$ cat config.mk
export PLATFORM = sky130hd
export DESIGN_NAME = div_unit
export DESIGN_NICKNAME = d
export VERILOG_FILES = /design/src/rtl/div_unit.sv
export SDC_FILE = /design/constraint.sdc
export NUM_CORES = 1
export LEC_CHECK = 0
export CELL_PAD_IN_SITES_DETAIL_PLACEMENT = 1
export CELL_PAD_IN_SITES_GLOBAL_PLACEMENT = 2
export CORE_AREA = 2 2 173 175
export CTS_CLUSTER_DIAMETER = 60
export DETAILED_ROUTE_END_ITERATION = 7
export DIE_AREA = 0 0 175 177
export PLACE_DENSITY = 0.84
export SETUP_SLACK_MARGIN = 0.2
export SLEW_MARGIN = 10
export SYNTH_ARGS = -nofsm -noshare
export SYNTH_HDL_FRONTEND = slang
export SYNTH_SLANG_ARGS = --single-unit
$ cat constraint.sdc
create_clock -name clk -period 5.67 [get_ports clk]
set_clock_uncertainty 0.15 [all_clocks]
set_input_delay 1.134 -clock clk [delete_from_list [all_inputs] [get_ports clk]]
set_output_delay 1.134 -clock clk [all_outputs]
set_load 0.02 [all_outputs]
$ cat src/rtl/div_unit.sv
// Iterative restoring divider for DIV/DIVU in byte (16/8) and word (32/16) forms.
// One quotient bit per cycle; signed operands are divided as magnitudes and fixed up afterwards.
module div_unit #(
    parameter int EXTRA_WAIT = 0
) (
    input  logic        clk,
    input  logic        reset_n,
    input  logic        start,
    input  logic        is_signed,
    input  logic        wide,
    input  logic [31:0] dividend,
    input  logic [15:0] divisor,
    output logic        busy,
    output logic        done,
    output logic        div_error,
    output logic [15:0] quotient,
    output logic [15:0] remainder
);

    typedef enum logic [2:0] {
        S_IDLE,
        S_PREP,
        S_ITER,
        S_FIX,
        S_WAIT,
        S_DONE
    } state_t;

    localparam int WAIT_W = (EXTRA_WAIT > 1) ? $clog2(EXTRA_WAIT + 1) : 1;
    localparam logic [WAIT_W-1:0] WAIT_LOAD = WAIT_W'(EXTRA_WAIT);

    state_t             state;
    logic [31:0]        dvd_q;
    logic [15:0]        dvs_q;
    logic               signed_q;
    logic               wide_q;
    logic [15:0]        div_mag_q;
    logic [15:0]        rem_q;
    logic [15:0]        quo_q;
    logic [4:0]         count;
    logic [WAIT_W-1:0]  wait_cnt;
    logic               q_neg;
    logic               r_neg;
    logic               err_q;
    logic [15:0]        fin_q;
    logic [15:0]        fin_r;

    logic               dvd_neg;
    logic               dvs_neg;
    logic [31:0]        dvd_mag;
    logic [15:0]        dvs_mag;
    logic [15:0]        hi_mag;
    logic [15:0]        lo_init;
    logic               prep_err;
    logic [16:0]        rem_shift;
    logic               trial_ok;
    logic [15:0]        trial;
    logic               range_err;
    logic [15:0]        q_fix;
    logic [15:0]        r_fix;

    // Byte mode reuses the word datapath: the high byte sits zero-extended in the
    // partial remainder and the low byte is left-aligned so it shifts out after 8 steps.
    always_comb begin
        dvd_neg = signed_q & (wide_q ? dvd_q[31] : dvd_q[15]);
        dvs_neg = signed_q & (wide_q ? dvs_q[15] : dvs_q[7]);
        if (wide_q) begin
            dvd_mag = dvd_neg ? (32'h0 - dvd_q) : dvd_q;
            dvs_mag = dvs_neg ? (16'h0 - dvs_q) : dvs_q;
            hi_mag  = dvd_mag[31:16];
            lo_init = dvd_mag[15:0];
        end else begin
            dvd_mag = {16'h0, (dvd_neg ? (16'h0 - dvd_q[15:0]) : dvd_q[15:0])};
            dvs_mag = {8'h0, (dvs_neg ? (8'h0 - dvs_q[7:0]) : dvs_q[7:0])};
            hi_mag  = {8'h0, dvd_mag[15:8]};
            lo_init = {dvd_mag[7:0], 8'h0};
        end
        prep_err = (dvs_mag == 16'h0) || (hi_mag >= dvs_mag);

        rem_shift = {rem_q, quo_q[15]};
        trial_ok  = rem_shift >= {1'b0, div_mag_q};
        trial     = 16'(rem_shift - {1'b0, div_mag_q});

        range_err = signed_q & (wide_q ? quo_q[15] : quo_q[7]);
        q_fix     = q_neg ? (16'h0 - quo_q) : quo_q;
        r_fix     = r_neg ? (16'h0 - rem_q) : rem_q;
        if (!wide_q) begin
            q_fix = {8'h0, q_fix[7:0]};
            r_fix = {8'h0, r_fix[7:0]};
        end
    end

    always_ff @(posedge clk or negedge reset_n) begin
        if (!reset_n) begin
            state     <= S_IDLE;
            busy      <= 1'b0;
            done      <= 1'b0;
            div_error <= 1'b0;
            quotient  <= 16'h0;
            remainder <= 16'h0;
            dvd_q     <= 32'h0;
            dvs_q     <= 16'h0;
            signed_q  <= 1'b0;
            wide_q    <= 1'b0;
            div_mag_q <= 16'h0;
            rem_q     <= 16'h0;
            quo_q     <= 16'h0;
            count     <= 5'd0;
            wait_cnt  <= '0;
            q_neg     <= 1'b0;
            r_neg     <= 1'b0;
            err_q     <= 1'b0;
            fin_q     <= 16'h0;
            fin_r     <= 16'h0;
        end else begin
            case (state)
                S_IDLE: begin
                    if (start) begin
                        dvd_q    <= dividend;
                        dvs_q    <= divisor;
                        signed_q <= is_signed;
                        wide_q   <= wide;
                        busy     <= 1'b1;
                        state    <= S_PREP;
                    end
                end
                S_PREP: begin
                    div_mag_q <= dvs_mag;
                    rem_q     <= hi_mag;
                    quo_q     <= lo_init;
                    q_neg     <= dvd_neg ^ dvs_neg;
                    r_neg     <= dvd_neg;
                    count     <= wide_q ? 5'd16 : 5'd8;
                    if (prep_err) begin
                        done      <= 1'b1;
                        div_error <= 1'b1;
                        state     <= S_DONE;
                    end else begin
                        state <= S_ITER;
                    end
                end
                S_ITER: begin
                    if (trial_ok) begin
                        rem_q <= trial;
                        quo_q <= {quo_q[14:0], 1'b1};
                    end else begin
                        rem_q <= rem_shift[15:0];
                        quo_q <= {quo_q[14:0], 1'b0};
                    end
                    count <= count - 5'd1;
                    if (count == 5'd1) begin
                        state <= S_FIX;
                    end
                end
                S_FIX: begin
                    fin_q <= q_fix;
                    fin_r <= r_fix;
                    err_q <= range_err;
                    if (EXTRA_WAIT > 0) begin
                        wait_cnt <= WAIT_LOAD;
                        state    <= S_WAIT;
                    end else begin
                        done      <= 1'b1;
                        div_error <= range_err;
                        if (!range_err) begin
                            quotient  <= q_fix;
                            remainder <= r_fix;
                        end
                        state <= S_DONE;
                    end
                end
                S_WAIT: begin
                    if (wait_cnt == WAIT_W'(1)) begin
                        done      <= 1'b1;
                        div_error <= err_q;
                        if (!err_q) begin
                            quotient  <= fin_q;
                            remainder <= fin_r;
                        end
                        state <= S_DONE;
                    end else begin
                        wait_cnt <= wait_cnt - WAIT_W'(1);
                    end
                end
                S_DONE: begin
                    done  <= 1'b0;
                    busy  <= 1'b0;
                    state <= S_IDLE;
                end
                default: begin
                    state <= S_IDLE;
                end
            endcase
        end
    end

endmodule

-- Yosys cells after proc, flatten, opt, wreduce, memory -nomap -nowiden
Index checks and enable logic that the tools add are counted.
- add/subtract/negate cells: 9
- equality and inequality tests: 12
- bitwise operators: 4
- $lt $le $gt $ge: 2
- multiplexer cells: 41
- reductions and logical operators: 14
- operators with widths (cell ; number):
    2-to-1 mux 16 bit ; 16
    one-hot mux 16 bit (2 select lines) ; 4
    subtractor 1 x 16 -> 16 bit (first input constant) ; 4
    2-to-1 mux 32 bit ; 1
    subtractor 1 x 32 -> 32 bit (first input constant) ; 1
    >= comparator 17 x 16 -> 1 bit ; 1
    >= comparator 16 bit ; 1
    logical NOT 16 bit ; 1
    subtractor 16 bit ; 1
    one-hot mux 3 bit (5 select lines) ; 1
    2-to-1 mux 3 bit ; 4
    inequality test 2 bit (second input constant) ; 6
    one-hot mux 5 bit (2 select lines) ; 1
    2-to-1 mux 1 bit ; 9
    AND reduction 3 bit ; 3
    2-to-1 mux 8 bit ; 1
    subtractor 1 x 8 -> 8 bit (first input constant) ; 1
    equality test 3 x 2 -> 1 bit (second input constant) ; 2
    equality test 3 bit (second input constant) ; 2
    nonzero test 2 bit ; 3
    equality test 5 x 1 -> 1 bit (second input constant) ; 1
    2-to-1 mux 5 bit ; 1
    subtractor 5 x 1 -> 5 bit (second input constant) ; 1
    one-hot mux 1 bit (4 select lines) ; 1
    other kinds (12) ; 15
- input port bits: 53
- logic and storage cells: 102
- bits in registers: 177
- output and inout port bits: 35

-- Longest topological paths before layout
- depth in word-level cells: 8
- mapped depth: 17
- gate-level depth less buffers: 16

-- Worst setup path after synthesis
No wires, ideal clock.
- path type: reg-to-reg
- start point: register dvd_q[15]
- end point: register done
- path buffers: 2
- clock period less this slack: 4191 ps
- data required time: 5386 ps
- stages on the path, launching flop included: 17
- library setup time: 134 ps
- setup slack: 1479 ps
- arrival time: 3908 ps
- path through: dfrtp_1 > buf_6 > or4_4 > or4_4 > or4_4 > buf_6 > o31a_1 > xnor2_1 > nor2_1 > ha_1 > a211oi_1 > o21ai_0 > a21oi_1 > o21ai_0 > a211o_1 > a31oi_1 > o211ai_1
- cells in the longest elaborated chain, start to end: 8
- elaborated cells between the ends (all ways): 11
- those cells by class: 2 x add/sub; 1 x order compare; 1 x eq/ne; 4 x mux; 1 x bitwise; 2 x reduce/logical
- ends and longest elaborated chain (what ; RTL line ; source):
    from (decl) ; 33 ; logic [31:0] dvd_q;
    from (signal assigned) ; 119 ; dvd_q <= dividend;
    parallel branches: the longest is 3 deep, another holds subtractor 1 x 32 -> 32 bit ; -- ;
    2-to-1 mux 16 bit * ; 67 ; if (wide_q) begin
    >= comparator 16 bit * ; 78 ; prep_err = (dvs_mag == 16'h0) || (hi_mag >= dvs_mag);
    logical OR 1 bit * ; 78 ;
    inequality test 2 bit (no source line) * ; -- ;
    AND reduction 3 bit (no source line) * ; -- ;
    to (signal assigned) ; 97 ; done <= 1'b0;
    to (signal assigned) ; 135 ; done <= 1'b1;
    to (signal assigned) ; 163 ; done <= 1'b1;
    to (decl) ; 14 ; output logic done,
Mark *: on every way between the ends.
A chain may end at the register's enable or synchronous reset.

-- Worst setup path after layout
- start point: register dvd_q[7]
- end point: register done
- cells in the longest elaborated chain, start to end: 7
- elaborated cells between the ends (all ways): 9
- those cells by class: 2 x add/sub; 1 x order compare; 1 x eq/ne; 3 x mux; 2 x reduce/logical
- ends and longest elaborated chain (what ; RTL line):
    subtractor 1 x 32 -> 32 bit or subtractor 1 x 16 -> 16 bit (tied branches) ; 68, 73
    2-to-1 mux 32 bit or 2-to-1 mux 16 bit (tied branches) ; 68, 73
    2-to-1 mux 16 bit * ; 67
    >= comparator 16 bit * ; 78
    logical OR 1 bit * ; 78
    inequality test 2 bit (no source line) * ; --
    AND reduction 3 bit (no source line) * ; --
Every way passes the cells marked *; elsewhere a longest branch is shown, timed or not.

==> flow_summary.toml <==
[outcome]
status = "finished, final reports clean"

[synth]
seq_area_frac_synth = 0.416
yosysWarningCount = 0
syn_area_mm2 = 0.0106
synth-seq-cells = 177
ys_types = 65
async_flop_share = 1.00
syn_inst = 1178
synth_flop_cell = "dfrtp_1"
syn_avg_cell_area_um2 = 9.04
synth_edf_count = 0
synth_nets = 1270

[die]
dieArea_mm2 = 0.0310
die_h_um = 177
core_area_mm2 = 0.0292
start_util = 0.364
row_count = 63
ioPinCount = 88
die_width_um = 175

[route]
avgViaCountPerCell = 5.45
wirelength_um = 31000
drc = 0
detail-route-antenna-nets = 0
drt_iter0_drc = 497
wl_per_cell_um = 19.1
vias = 8864
first_pass_iters = 5

[pwr]
pwr-share-comb = 0.564
vdd_drop_max_uv = 261
p_sw_w = 0.00420
swShare = 0.481
fin_total_pwr_w = 0.00873
p_int_w = 0.00453
p_per_area_mw_per_mm2 = 699
seqPwrFrac = 0.293
clkPwrFrac = 0.143
leakagePower_nw = 5.17

[clock_network]
ctsResizeCount = 0
clock_latency_ns = 0.44
cts_setup_buffers = 0
ctsHoldBuffers = 0
clk_path_buf_depth = 2
clock-sinks = 177
h-tree-depth = 4
clk_pin_slew_worst_paths_ns = 0.08
cts_root_buf = "clkbuf_16"
cts_buffers = 17
cts_tree = "yes"

[final_layout]
layout_commonest_cell = "nand2_1"
drive_above_1_share = 0.103
fin_cells = 1627
diodes = 0
seq_area_mm2 = 0.00443
synthToLayoutAreaGrowth_pct = 17.2
num-nets-final = 1316
final_cell_mix = "nand2_1, dfrtp_1, o21ai_0, clkdlybuf4s50_1, a21oi_1"
final_area_mm2 = 0.0125
n_fill_cell = 3371
multiInputGateArea_mm2 = 0.00583

[sta]
worst_pin_slew_ns = 1.12
fin_crit_sh = 0.800
tns_ns = 0
setup_viol = 0
slew_headroom = 0.248
rsz0062_at_grt = "false"
setup_ws_ns = 1.13
period_needed_ns = 4.54
fmax_mhz = 220
drv_slew = 0
finalHoldViolCount = 0

[worst_setup_path]
cp-end-kind = "register"
cp.required_ns = 5.84
r2r_end = "done"
crit_arrival_ns = 4.70
worstRegToRegCells = 14
cp-startpoint = "dvd_q[7]"
cp-endpoint = "done"
criticalPathCategory = "reg2reg"
r2r-start = "dvd_q[7]"
crit_fanout = 10
regToRegSetupSlack_ns = 1.13
startpoint_type = "register"

[grt]
grtUsageTotal = 0.207
grt_max_degree = 94
grt-ovfl-total = 0
antenna_found_initial = 0
grt_pass1_vias = 8987
grt_pass1_wl_um = 50900

[placed_design]
place_congestion = 0.874
place_inst = 1595
dp_slack_ns = 1.21
dp_hpwl_um = 22600
port_buffers = 87
post_dp_cell_area_mm2 = 0.0119

[hold_path]
hold_class = "reg2reg"

[flow_run]
drv_cap = 0
-- worst max-delay path, stage by stage (launching register included) --
cell and delay [ns]:
dfrtp_1 0.41, nor3_1 0.49, nand3_1 0.44, or4_4 0.69, o31a_1 0.32, xnor2_1 0.19, nor2_1 0.06, ha_1 0.29
a211oi_1 0.22, o21ai_0 0.12, a21oi_1 0.14, o21ai_0 0.12, a211o_1 0.32, a31oi_1 0.30, o211ai_1 0.13
-- sequential cells by signal (all words and copies together), names as in the netlist, 3 cells and up --
signal	cells
count	5
div_mag_q	16
dvd_q	32
dvs_q	16
fin_q	16
fin_r	16
quo_q	16
quotient	16
rem_q	16
remainder	16
state	3
-- metrics by stage --
step / util / hold slack (ns)
after floorplan: - / 0.295
after global placement: 0.406 / 0.306
after detailed placement: 0.406 / 0.315
after CTS: 0.427 / 0.335
after global routing: 0.427 / 0.351
final: 0.427 / 0.328
-- cells by family after synthesis --
kind of cell	Yosys count	share of synthesized area
compound gates	328	0.191
xor+xnor	77	0.0633
fa+ha+maj	39	0.0465
buf+inv	108	0.0396
flops	177	0.416
mux	80	0.0817
simple gates	369	0.162
-- how the worst min path moves through the flow --
stage	from	endpoint	slack [ns]	depth (start not counted)
after floorplan	fin_q[1]	fin_q[1]	0.29	2
after global placement	fin_r[6]	fin_r[6]	0.31	2
after detailed placement	fin_q[6]	fin_q[6]	0.32	2
after CTS	fin_q[6]	fin_q[6]	0.33	2
after global routing	fin_q[5]	fin_q[5]	0.35	2
final	fin_q[6]	fin_q[6]	0.33	2
-- per-layer routing --
| metal | global-route usage | vias up | routed length [um] | share of wire |
|---|---|---|---|---|
| li1 | - | 4311 | - | - |
| met1 | 0.295 | 4346 | 15400 | 0.50 |
| met2 | 0.331 | 176 | 14100 | 0.46 |
| met3 | 0.0301 | 31 | 960 | 0.031 |
| met4 | 0.0542 | 0 | 560 | 0.018 |
| met5 | 0 | - | 0 | 0 |
-- power by group through the flow --
stage          clock, W  combinational, W  sequential [W]
2_1_floorplan         0           0.00350         0.00236
3_3_place_gp          0           0.00477         0.00253
3_5_place_dp          0           0.00490         0.00257
4_1_cts         0.00128           0.00494         0.00255
5_1_grt         0.00133           0.00550         0.00265
6_report        0.00125           0.00492         0.00256
-- layout make-up --
type,count,share of cell area
Inverter,35,0.0105
Timing Repair Buffer,100,0.0787
Clock inverter,14,0.0146
Sequential cell,177,0.355
Clock buffer,18,0.0352
Tap cell,390,0.0391
Multi-Input combinational cell,893,0.467
-- Yosys cell counts, types with 6 or more instances --
library cell | n | area (um2)
a211oi_1 | 10 | 75.1
nor2b_1 | 7 | 43.8
o31ai_1 | 22 | 165
nor4_1 | 8 | 50.1
o21ai_0 | 120 | 601
nand4_1 | 6 | 37.5
or3_1 | 6 | 37.5
mux2i_1 | 25 | 250
ha_1 | 38 | 475
o22ai_1 | 6 | 37.5
a2bb2oi_1 | 7 | 61.3
o41ai_1 | 14 | 123
dfrtp_1 | 177 | 4430
buf_1 | 11 | 41.3
nor3_1 | 22 | 110
nor2_1 | 59 | 221
a22oi_1 | 9 | 67.6
nand2_1 | 179 | 672
o211ai_1 | 7 | 52.6
or2_2 | 8 | 50.1
a21oi_1 | 70 | 350
nand3_1 | 18 | 90.1
xnor2_1 | 38 | 333
a31oi_1 | 12 | 75.1
o21ai_1 | 8 | 40.0
clkbuf_1 | 59 | 221
nand2b_1 | 14 | 87.6
mux2_2 | 55 | 619
inv_1 | 35 | 131
and2_1 | 8 | 50.1
and3_1 | 6 | 37.5
xor2_1 | 39 | 342
or4_1 | 13 | 97.6
No activity file was read; power rests on OpenSTA's default activity.
